--- config.mk ---
export PLATFORM = sky130hd
export DESIGN_NAME = dram_arbiter
export DESIGN_NICKNAME = d
export VERILOG_FILES = /design/src/rtl/dram_arbiter_pkg.sv /design/src/rtl/dram_tag_fifo.sv /design/src/rtl/dram_arbiter.sv
export SDC_FILE = /design/constraint.sdc
export NUM_CORES = 2
export LEC_CHECK = 0
export ABC_AREA = 1
export ABC_CLOCK_PERIOD_IN_PS = 7800
export BUFFER_PORTS_ARGS = -buffer_cell sky130_fd_sc_hd__buf_2
export CORE_MARGIN = 2
export CORE_UTILIZATION = 60
export DETAILED_ROUTE_END_ITERATION = 6
export PLACE_DENSITY = 0.82
export SKIP_LAST_GASP = 1
export SLEW_MARGIN = 20
export SYNTH_ARGS = -nofsm -noshare
export SYNTH_HDL_FRONTEND = slang
export SYNTH_HIERARCHICAL = 1
export SYNTH_SLANG_ARGS = --single-unit
--- constraint.sdc ---
create_clock -name clk_dram_ctrl -period 7.8 [get_ports clk_dram_ctrl]
set_clock_uncertainty 0.05 [all_clocks]
set_input_delay 1.17 -clock clk_dram_ctrl [delete_from_list [all_inputs] [get_ports clk_dram_ctrl]]
set_output_delay 1.17 -clock clk_dram_ctrl [all_outputs]
set_load 0.02 [all_outputs]
--- src/rtl/dram_arbiter_pkg.sv ---
// Shared types and helpers for the DRAM request arbiter: tag layout,
// arbitration mode constants and the rotating find-first search.
package dram_arbiter_pkg;

  localparam int ARB_RR    = 0;
  localparam int ARB_FIXED = 1;

  localparam int TAG_CH_W   = 3;
  localparam int TAG_ADDR_W = 64;
  localparam int TAG_META_W = 64;

  // Fields sized for the widest supported configuration; unused upper bits stay zero.
  typedef struct packed {
    logic [TAG_CH_W-1:0]   ch;
    logic                  we;
    logic [TAG_ADDR_W-1:0] addr;
    logic [TAG_META_W-1:0] meta;
  } tag_t;

  // Returns {found, index} of the first set bit at or after start, wrapping at n.
  function automatic logic [3:0] find_first_rr(input logic [7:0] elig,
                                               input logic [2:0] start,
                                               input int n);
    logic [3:0] res;
    int idx;
    res = '0;
    for (int k = 7; k >= 0; k--) begin
      idx = int'(start) + k;
      if (idx >= n) idx = idx - n;
      if (k < n && elig[idx[2:0]]) res = {1'b1, idx[2:0]};
    end
    return res;
  endfunction

endpackage

--- src/rtl/dram_tag_fifo.sv ---
// In-order tag FIFO: first-word fall-through read, registered full/empty
// derived from the occupancy counter.
module dram_tag_fifo #(
  parameter int WIDTH = 8,
  parameter int DEPTH = 4
) (
  input  logic                     clk,
  input  logic                     rst_n,
  input  logic                     push,
  input  logic [WIDTH-1:0]         din,
  input  logic                     pop,
  output logic [WIDTH-1:0]         dout,
  output logic                     full,
  output logic                     empty,
  output logic [$clog2(DEPTH):0]   count
);

  localparam int AW = (DEPTH > 1) ? $clog2(DEPTH) : 1;
  localparam int CW = $clog2(DEPTH) + 1;

  logic [WIDTH-1:0] mem [DEPTH];
  logic [AW-1:0]    wr_ptr;
  logic [AW-1:0]    rd_ptr;
  logic             do_push;
  logic             do_pop;

  // A pop while full does not free a slot for a same-cycle push.
  assign do_push = push && !full;
  assign do_pop  = pop && !empty;
  assign full    = (count == CW'(DEPTH));
  assign empty   = (count == '0);
  assign dout    = mem[rd_ptr];

  always_ff @(posedge clk) begin
    if (do_push) mem[wr_ptr] <= din;
  end

  always_ff @(posedge clk or negedge rst_n) begin
    if (!rst_n) begin
      wr_ptr <= '0;
      rd_ptr <= '0;
      count  <= '0;
    end else begin
      if (do_push) wr_ptr <= wr_ptr + 1'b1;
      if (do_pop)  rd_ptr <= rd_ptr + 1'b1;
      case ({do_push, do_pop})
        2'b10:   count <= count + 1'b1;
        2'b01:   count <= count - 1'b1;
        default: count <= count;
      endcase
    end
  end

endmodule

--- src/rtl/dram_arbiter.sv ---
// Multi-channel arbiter in front of the UberDDR3 user port: credit-gated
// grant, in-order tag tracking and read-completion routing.
module dram_arbiter
  import dram_arbiter_pkg::*;
#(
  parameter int NUM_CH      = 4,
  parameter int ADDR_W      = 24,
  parameter int DATA_W      = 128,
  parameter int META_W      = 16,
  parameter int TAG_DEPTH   = 64,
  parameter int RSP_CREDITS = 16,
  parameter int ARB_MODE    = 0
) (
  input  logic                        clk_dram_ctrl,
  input  logic                        rst_dram_ctrl_n,
  input  logic [NUM_CH-1:0]           req_valid,
  output logic [NUM_CH-1:0]           req_ready,
  input  logic [NUM_CH-1:0]           req_we,
  input  logic [NUM_CH*ADDR_W-1:0]    req_addr,
  input  logic [NUM_CH*DATA_W-1:0]    req_wdata,
  input  logic [NUM_CH*META_W-1:0]    req_meta,
  output logic [NUM_CH-1:0]           rsp_valid,
  output logic [DATA_W-1:0]           rsp_data,
  output logic [ADDR_W-1:0]           rsp_addr,
  output logic [META_W-1:0]           rsp_meta,
  input  logic [NUM_CH-1:0]           rsp_credit_return,
  output logic [ADDR_W-1:0]           memrequest_addr,
  output logic                        memrequest_en,
  output logic [DATA_W-1:0]           memrequest_write_data,
  output logic                        memrequest_write_enable,
  input  logic [DATA_W-1:0]           memrequest_resp_data,
  input  logic                        memrequest_complete,
  input  logic                        memrequest_busy,
  output logic [$clog2(TAG_DEPTH):0]  outstanding,
  output logic                        idle
);

  localparam int CH_W  = (NUM_CH > 1) ? $clog2(NUM_CH) : 1;
  localparam int TAG_W = CH_W + 1 + ADDR_W + META_W;
  localparam logic [7:0] CREDIT_MAX = 8'(RSP_CREDITS);

  logic [7:0]        credit      [NUM_CH];
  logic [7:0]        credit_next [NUM_CH];
  logic [NUM_CH-1:0] elig;
  logic [NUM_CH-1:0] rd_take;
  logic [NUM_CH-1:0] overflow;
  logic [CH_W-1:0]   rr;
  logic [3:0]        pick;
  logic [CH_W-1:0]   grant;
  logic              issue;
  logic              complete;
  logic              fifo_full;
  logic              fifo_empty;
  logic [TAG_W-1:0]  push_tag;
  logic [TAG_W-1:0]  head_raw;
  tag_t              head;
  logic              unused_head;

  always_comb begin
    for (int i = 0; i < NUM_CH; i++) begin
      elig[i] = req_valid[i] && (req_we[i] || credit[i] != '0);
    end
  end

  assign pick  = find_first_rr(8'(elig), (ARB_MODE == ARB_FIXED) ? 3'd0 : 3'(rr), NUM_CH);
  assign grant = CH_W'(pick[2:0]);

  // Outputs are held quiet while reset is asserted even though state is already cleared.
  assign issue         = rst_dram_ctrl_n && pick[3] && !memrequest_busy && !fifo_full;
  assign memrequest_en = issue;
  assign req_ready     = issue ? (NUM_CH'(1) << grant) : '0;

  assign memrequest_addr         = req_addr[grant*ADDR_W +: ADDR_W];
  assign memrequest_write_data   = req_wdata[grant*DATA_W +: DATA_W];
  assign memrequest_write_enable = req_we[grant];

  assign push_tag = {grant, req_we[grant], req_addr[grant*ADDR_W +: ADDR_W],
                     req_meta[grant*META_W +: META_W]};
  assign complete = memrequest_complete && !fifo_empty;

  dram_tag_fifo #(
    .WIDTH (TAG_W),
    .DEPTH (TAG_DEPTH)
  ) u_tag_fifo (
    .clk   (clk_dram_ctrl),
    .rst_n (rst_dram_ctrl_n),
    .push  (issue),
    .din   (push_tag),
    .pop   (complete),
    .dout  (head_raw),
    .full  (fifo_full),
    .empty (fifo_empty),
    .count (outstanding)
  );

  always_comb begin
    head = '0;
    head.meta[META_W-1:0] = head_raw[META_W-1:0];
    head.addr[ADDR_W-1:0] = head_raw[META_W +: ADDR_W];
    head.we               = head_raw[META_W + ADDR_W];
    head.ch[CH_W-1:0]     = head_raw[META_W + ADDR_W + 1 +: CH_W];
  end
  assign unused_head = ^head;

  assign rsp_valid = (rst_dram_ctrl_n && complete && !head.we) ? (NUM_CH'(1) << head.ch) : '0;
  assign rsp_data  = memrequest_resp_data;
  assign rsp_addr  = head.addr[ADDR_W-1:0];
  assign rsp_meta  = head.meta[META_W-1:0];
  assign idle      = (outstanding == '0) && (req_valid == '0);

  // A same-cycle read issue and credit return cancel; returns beyond the cap are dropped.
  always_comb begin
    for (int i = 0; i < NUM_CH; i++) begin
      rd_take[i]     = issue && !req_we[i] && (grant == CH_W'(i));
      credit_next[i] = credit[i];
      overflow[i]    = 1'b0;
      if (rsp_credit_return[i] && !rd_take[i]) begin
        if (credit[i] < CREDIT_MAX) credit_next[i] = credit[i] + 8'd1;
        else                        overflow[i]    = 1'b1;
      end else if (rd_take[i] && !rsp_credit_return[i]) begin
        credit_next[i] = credit[i] - 8'd1;
      end
    end
  end

  always_ff @(posedge clk_dram_ctrl or negedge rst_dram_ctrl_n) begin
    if (!rst_dram_ctrl_n) begin
      rr <= '0;
      for (int i = 0; i < NUM_CH; i++) credit[i] <= CREDIT_MAX;
    end else begin
      if (issue) rr <= (grant == CH_W'(NUM_CH - 1)) ? '0 : grant + 1'b1;
      for (int i = 0; i < NUM_CH; i++) credit[i] <= credit_next[i];
    end
  end

  a_complete_not_empty: assert property (@(posedge clk_dram_ctrl) disable iff (!rst_dram_ctrl_n)
    memrequest_complete |-> !fifo_empty);
  a_credit_no_overflow: assert property (@(posedge clk_dram_ctrl) disable iff (!rst_dram_ctrl_n)
    overflow == '0);

endmodule
==> parameters.txt, run 1 <==
Parameter                              Value

Logic synthesis
  Number of warnings reported in the yosys synthesis log ... 6
  Count of flip-flops with a built-in enable after synthesis ... 2,752
  Share of the synthesized area in the top cell type ... 0.6578
  FFs w/ async S/R, synth ... 0.01889
  Post-synthesis cell type count ... 41
  Largest cells by area after synthesis ... edfxtp_1 66%, nand2_1 15%, nand3_1 4.7%
  Cell type contributing the most total cell area after synthesis ... edfxtp_1
  Synth cell count leaders ... 5,010 x nand2_1, 2,752 x edfxtp_1, 1,178 x nand3_1
  Post-Synthesis Cell Area ... 0.1256 mm^2
  Synthesized Nets ... 13,410
  Portion of the post-synthesis area used by sequential elements ... 0.6684
  Top-count cell post-synth ... nand2_1
  Number of standard cells after synthesis ... 12,550
  Top_reg_cell synth ... edfxtp_1
  Average cell area after synthesis ... 10.01 um^2
  Flip-flop and latch count after synthesis ... 2,805

Die
  Boundary Pins ... 1,154
  Site row count ... 167
  Starting Density ... 0.6049
  Die Width ... 461.6 um
  Die extent in y ... 461.6 um

Clocking
  TritonCTS Sinks ... 2,805
  Hold Buf Count CTS ... 0
  Post-cts repair resize count ... 0
  # Post-CTS Setup Buffers ... 0
  Number of buffers inserted during clock tree synthesis ... 284
  Maximum number of buffers from clock root to sink ... 4
  Htree depth ... 5
  CTS root buffer ... clkbuf_16

Place
  Number of buffers added on ports ... 897
  Final RePlAce weighted congestion ... 1.402
  DP Wirelength ... 358.2 mm
  Setup Slack @ Placement ... 1954 ps

GRT
  GR Overflow Total ... 23
  Gr usage total ... 0.6900
  Initial antenna violation count ... 246
  Pin count of the biggest net entering global routing ... 267

Run status
  Run status ... stopped before the end
  Halt Stage ... global routing
  First reported error ... [ERROR GRT-0232] Routing congestion too high. Check the congestion heatmap in the GUI.
==> per-layer routing <==
layer | global-route usage | GRT overflow
met5 | 0.3923 | 2
met2 | 0.8342 | 3
met3 | 0.5758 | 13
met1 | 0.6841 | 0
met4 | 0.6453 | 5
==> stage by stage <==
stage | cell area (um^2) | hold slack, ps | cells
floorplan | 125600 | 411.3 | 12550
global placement | 131700 | 422.5 | 15600
detailed placement | 131800 | 435.4 | 15610
CTS | 140100 | 452.2 | 16070
==> cell families after synthesis <==
family,Yosys count,synth area share
compound gates,647,0.02594
fa+ha+maj,44,0.004681
flops,2805,0.6684
xor+xnor,28,0.001952
simple gates,7520,0.2402
buf+inv,1509,0.05878
==> run 2: changes to the inputs <==
CORE_UTILIZATION = 40   (was 60)
PLACE_DENSITY = unset   (was 0.82)
PLACE_DENSITY_LB_ADDON = 0.15   (was unset)
==> run 2 against run 1 <==
  * The flow now finishes, with violations (DRC)
  * Synthesized cell count unchanged
  * Area after synthesis is the same
==> parameters.txt, run 2 <==
Parameter                              Value

Run status
  Run status ... finished with violations
  Violated checks ... DRC

Place
  Placement Cell Area ... 0.1340 mm^2 (+1.6%)
  Final RePlAce weighted congestion ... 1.167 (-17%)
  DP Wirelength ... 368.9 mm (+3.0%)
  Number of buffers added on ports ... 897 (unchanged)

Logic synthesis
  Share of the synthesized area in the top cell type ... 0.6578 (unchanged)
  Compound-cell area share of the yosys netlist ... 0.02594 (unchanged)
  Count of flip-flops with a built-in enable after synthesis ... 2,752 (unchanged)
  Synthesized-area fraction occupied by and/or/nand/nor cells ... 0.2402 (unchanged)
  Flip-flop and latch count after synthesis ... 2,805 (unchanged)
  Cell type contributing the most total cell area after synthesis ... edfxtp_1
  Largest cells by area after synthesis ... edfxtp_1 66%, nand2_1 15%, nand3_1 4.7%
  FFs w/ async S/R, synth ... 0.01889 (unchanged)
  Top-count cell post-synth ... nand2_1
  Portion of the post-synthesis area used by sequential elements ... 0.6684 (unchanged)
  Post-Synthesis Cell Area ... 0.1256 mm^2 (unchanged)
  Post-synthesis cell type count ... 41 (unchanged)
  Average cell area after synthesis ... 10.01 um^2 (unchanged)
  Parity-gate share of the synthesized area counting xor and xnor cells ... 0.001952 (unchanged)
  Number of standard cells after synthesis ... 12,550 (unchanged)
  Synthesized Nets ... 13,410 (unchanged)
  Dominant combinational cell family by area after synthesis ... simple AND/OR/NAND/NOR gates
  Synth Area in Adders ... 0.004681 (unchanged)
  Number of warnings reported in the yosys synthesis log ... 6 (unchanged)
  Synth cell count leaders ... 5,010 x nand2_1, 2,752 x edfxtp_1, 1,178 x nand3_1
  Multiplexer area fraction after synthesis ... 0 (unchanged)
  Top_reg_cell synth ... edfxtp_1

Power
  Combinational share of power ... 0.505
  Leakage Power ... 58.15 nW
  Net switching component of the power ... 37.96 mW
  Total power density per cell area ... 546.7 mW/mm^2
  Clk pwr share ... 0.173
  Internal cell power ... 40.38 mW
  Sequential Power Share ... 0.322
  Worst-case vdd ir drop ... 608.1 uV
  Net switching share of the total power ... 0.4846

Clocking
  # Post-CTS Setup Buffers ... 0 (unchanged)
  TritonCTS clock tree ... done
  Post-cts repair resize count ... 0 (unchanged)
  Htree depth ... 5 (unchanged)
  Clock slew at the register clock pins of the worst setup and hold paths ... 60 ps
  CTS root buffer ... clkbuf_16
  TritonCTS Sinks ... 2,805 (unchanged)
  Clock insertion delay at the later pin of the skew report ... 900 ps
  Hold Buf Count CTS ... 0 (unchanged)
  Number of buffers inserted during clock tree synthesis ... 299 (+5.3%)
  Maximum number of buffers from clock root to sink ... 4 (unchanged)

Timing
  Shortest clock period the worst path allows after layout ... 6498 ps
  Fmax achieved ... 153.9 MHz
  RSZ-0062 raised after global routing ... false
  Total Negative Setup Slacks ... 0 ps
  Max-slew violation count ... 0
  Worst hold slack ... 339.1 ps
  Number of failing setup endpoints in the final timing report ... 0
  Endpoints failing hold ... 0
  Transition time of the tightest slew-check pin ... 1207 ps
  Slew Limit Headroom ... 0.1936
  Final critical-path share of the clock period ... 0.8330

Setup path
  Count of buffer and inverter cells on the critical path ... 5
  Worst setup EP type ... primary output
  Maximum fanout along the worst path ... 86
  Slowest Stage Delay on Critical Path ... 520 ps
  Kind of critical path ... reg2out
  Critical Path Most Common Cell ... nand2_1
  Critical Path Start Type ... register
  Arr. time, crit path ... 5280 ps
  Required arrival time at the worst endpoint ... 6580 ps
  Standard cell with the maximum stage delay on the critical path ... inv_16
  Chain of cells forming the critical path ... nor3_1, nand3_1, nand2_1, nand2_1, nand2_1, inv_1, nand2_2, nand2_1, o21ai_2, or2_4, nand2_8, inv_16, buf_12, buf_4, nand2_1, nand2_1, nand2_1, nand2_1, buf_2
  Crit-path leading delay family ... simple AND/OR/NAND/NOR gates

Route
  DR DRC count ... 1
  Vias ... 97,170
  Initial DRT Pass Iterations ... 7
  Iter 0 DRT Violations ... 13,380
  Average wire per standard cell ... 32.13 um
  Post-detailed-routing wire length ... 565.4 mm
  Post-detailed-route via-to-cell ratio ... 5.522
  Post-DRT Antenna Nets ... 0

Job
  Max-cap violation count ... 0

GRT
  Global-route wire length before repair ... 757.9 mm
  Number of global-route vias before repair ... 88,820
  Pin count of the biggest net entering global routing ... 207
  Gr usage total ... 0.3481
  Initial antenna violation count ... 314
  GR Overflow Total ... 0

Layout
  Share of final-layout standard cells stronger than drive strength 1 ... 0.1367
  Biggest register ... u_tag_fifo/mem
  Area Growth Syn to Fin ... 14.07%
  Most common cell after layout, fill and taps aside ... nand2_1
  Total Nets Final ... 14,020
  Commonest cells after routing, fill and taps aside ... 4,968 x nand2_1, 2,752 x edfxtp_1, 1,178 x nand3_1, 1,084 x nor2_1, 897 x buf_2
  Post-Layout Inst Area ... 0.1433 mm^2
  Registers with the most flip-flops ... u_tag_fifo/mem (2752), credit (32), u_tag_fifo/count (7)
  Number of flip-flops under the largest register name ... 2,752

Die
  Site row count ... 205 (+23%)
  Starting Density ... 0.4024 (-0.2024)
  Die Width ... 564.4 um (+22%)
  Die extent in y ... 564.4 um (+22%)
  Floorplan Core Area ... 0.3122 mm^2
  Boundary Pins ... 1,154 (unchanged)
  Floorplan die area ... 0.3186 mm^2

Min path
  Classification of the worst-slack hold path ... in2async
-- run 2: logic make-up (layout without fill, tap and decap cells) --
logic type                 after synthesis  after routing
and+or+nand+nor                       7520           7520
DFF                                   2805           2805
buffers and inverters                 1509           2337
AOI/OAI and AO/OA                      647            647
adders and majority gates               44             44
xor gates and xnor gates                28             28
other                                    0             78
-- run 2: worst paths after layout --
check                           cells after the start  slack, ps                   endpoint            start
worst max-delay path                               19       1300  memrequest_write_data[54]       credit[24]
worst min-delay path                                2        340        u_tag_fifo/count[1]  rst_dram_ctrl_n
worst max register to register                     29       2200                 credit[23]       credit[24]
worst min register to register                      2        440                  credit[7]        credit[7]
max in group asynchronous                           3       6580                 credit[20]  rst_dram_ctrl_n
min in group clk_dram_ctrl                          2        440                  credit[7]        credit[7]
-- run 2: worst register-to-register path, delay by kind of cell (launching register included) --
family | cells | cell delay, ps
simple gates | 18 | 2610
buf+inv | 4 | 830
compound gates | 5 | 800
fa+ha+maj | 2 | 730
flops | 1 | 440
-- run 2: layer usage --
metal	GRT usage	wire length [um]
met2	0.5330	250700
met1	0.4897	236400
met5	0	592
met4	0.1318	25490
met3	0.06794	52230
-- run 2: final cells by class --
type | count | area [um^2]
Antenna cell | 78 | 195.2
Clock buffer | 362 | 7865
Clock inverter | 164 | 1245
Fill cell | 29250 | 168900
Inverter | 660 | 2551
Multi-Input combinational cell | 8239 | 34890
Sequential cell | 2805 | 83990
Tap cell | 4140 | 5180
Timing Repair Buffer | 1151 | 7390
-- run 2: metrics by stage --
stage               total power, mW  setup slack [ps]  utilization  std cells
floorplan                     47.96              1609            -      12550
global placement              64.42              1491       0.4286      16990
detailed placement            64.86              1553       0.4292      16990
CTS                           78.36              1263       0.4584      17520
global route                  81.76              1070       0.4587      17560
finish                        78.34              1302       0.4591      17600
-- run 2: power groups by stage --
stage                     Combinational (mW)  Sequential, mW  Clock, mW
final                                   39.6            25.3       13.5
after global routing                    42.2            25.3       14.2
after CTS                               39.5            25.2       13.7
after detailed placement                39.3            25.5          0
after global placement                  38.9            25.5          0
after floorplan                         22.3            25.7          0
Note: power is estimated with default switching activity, not from simulation.
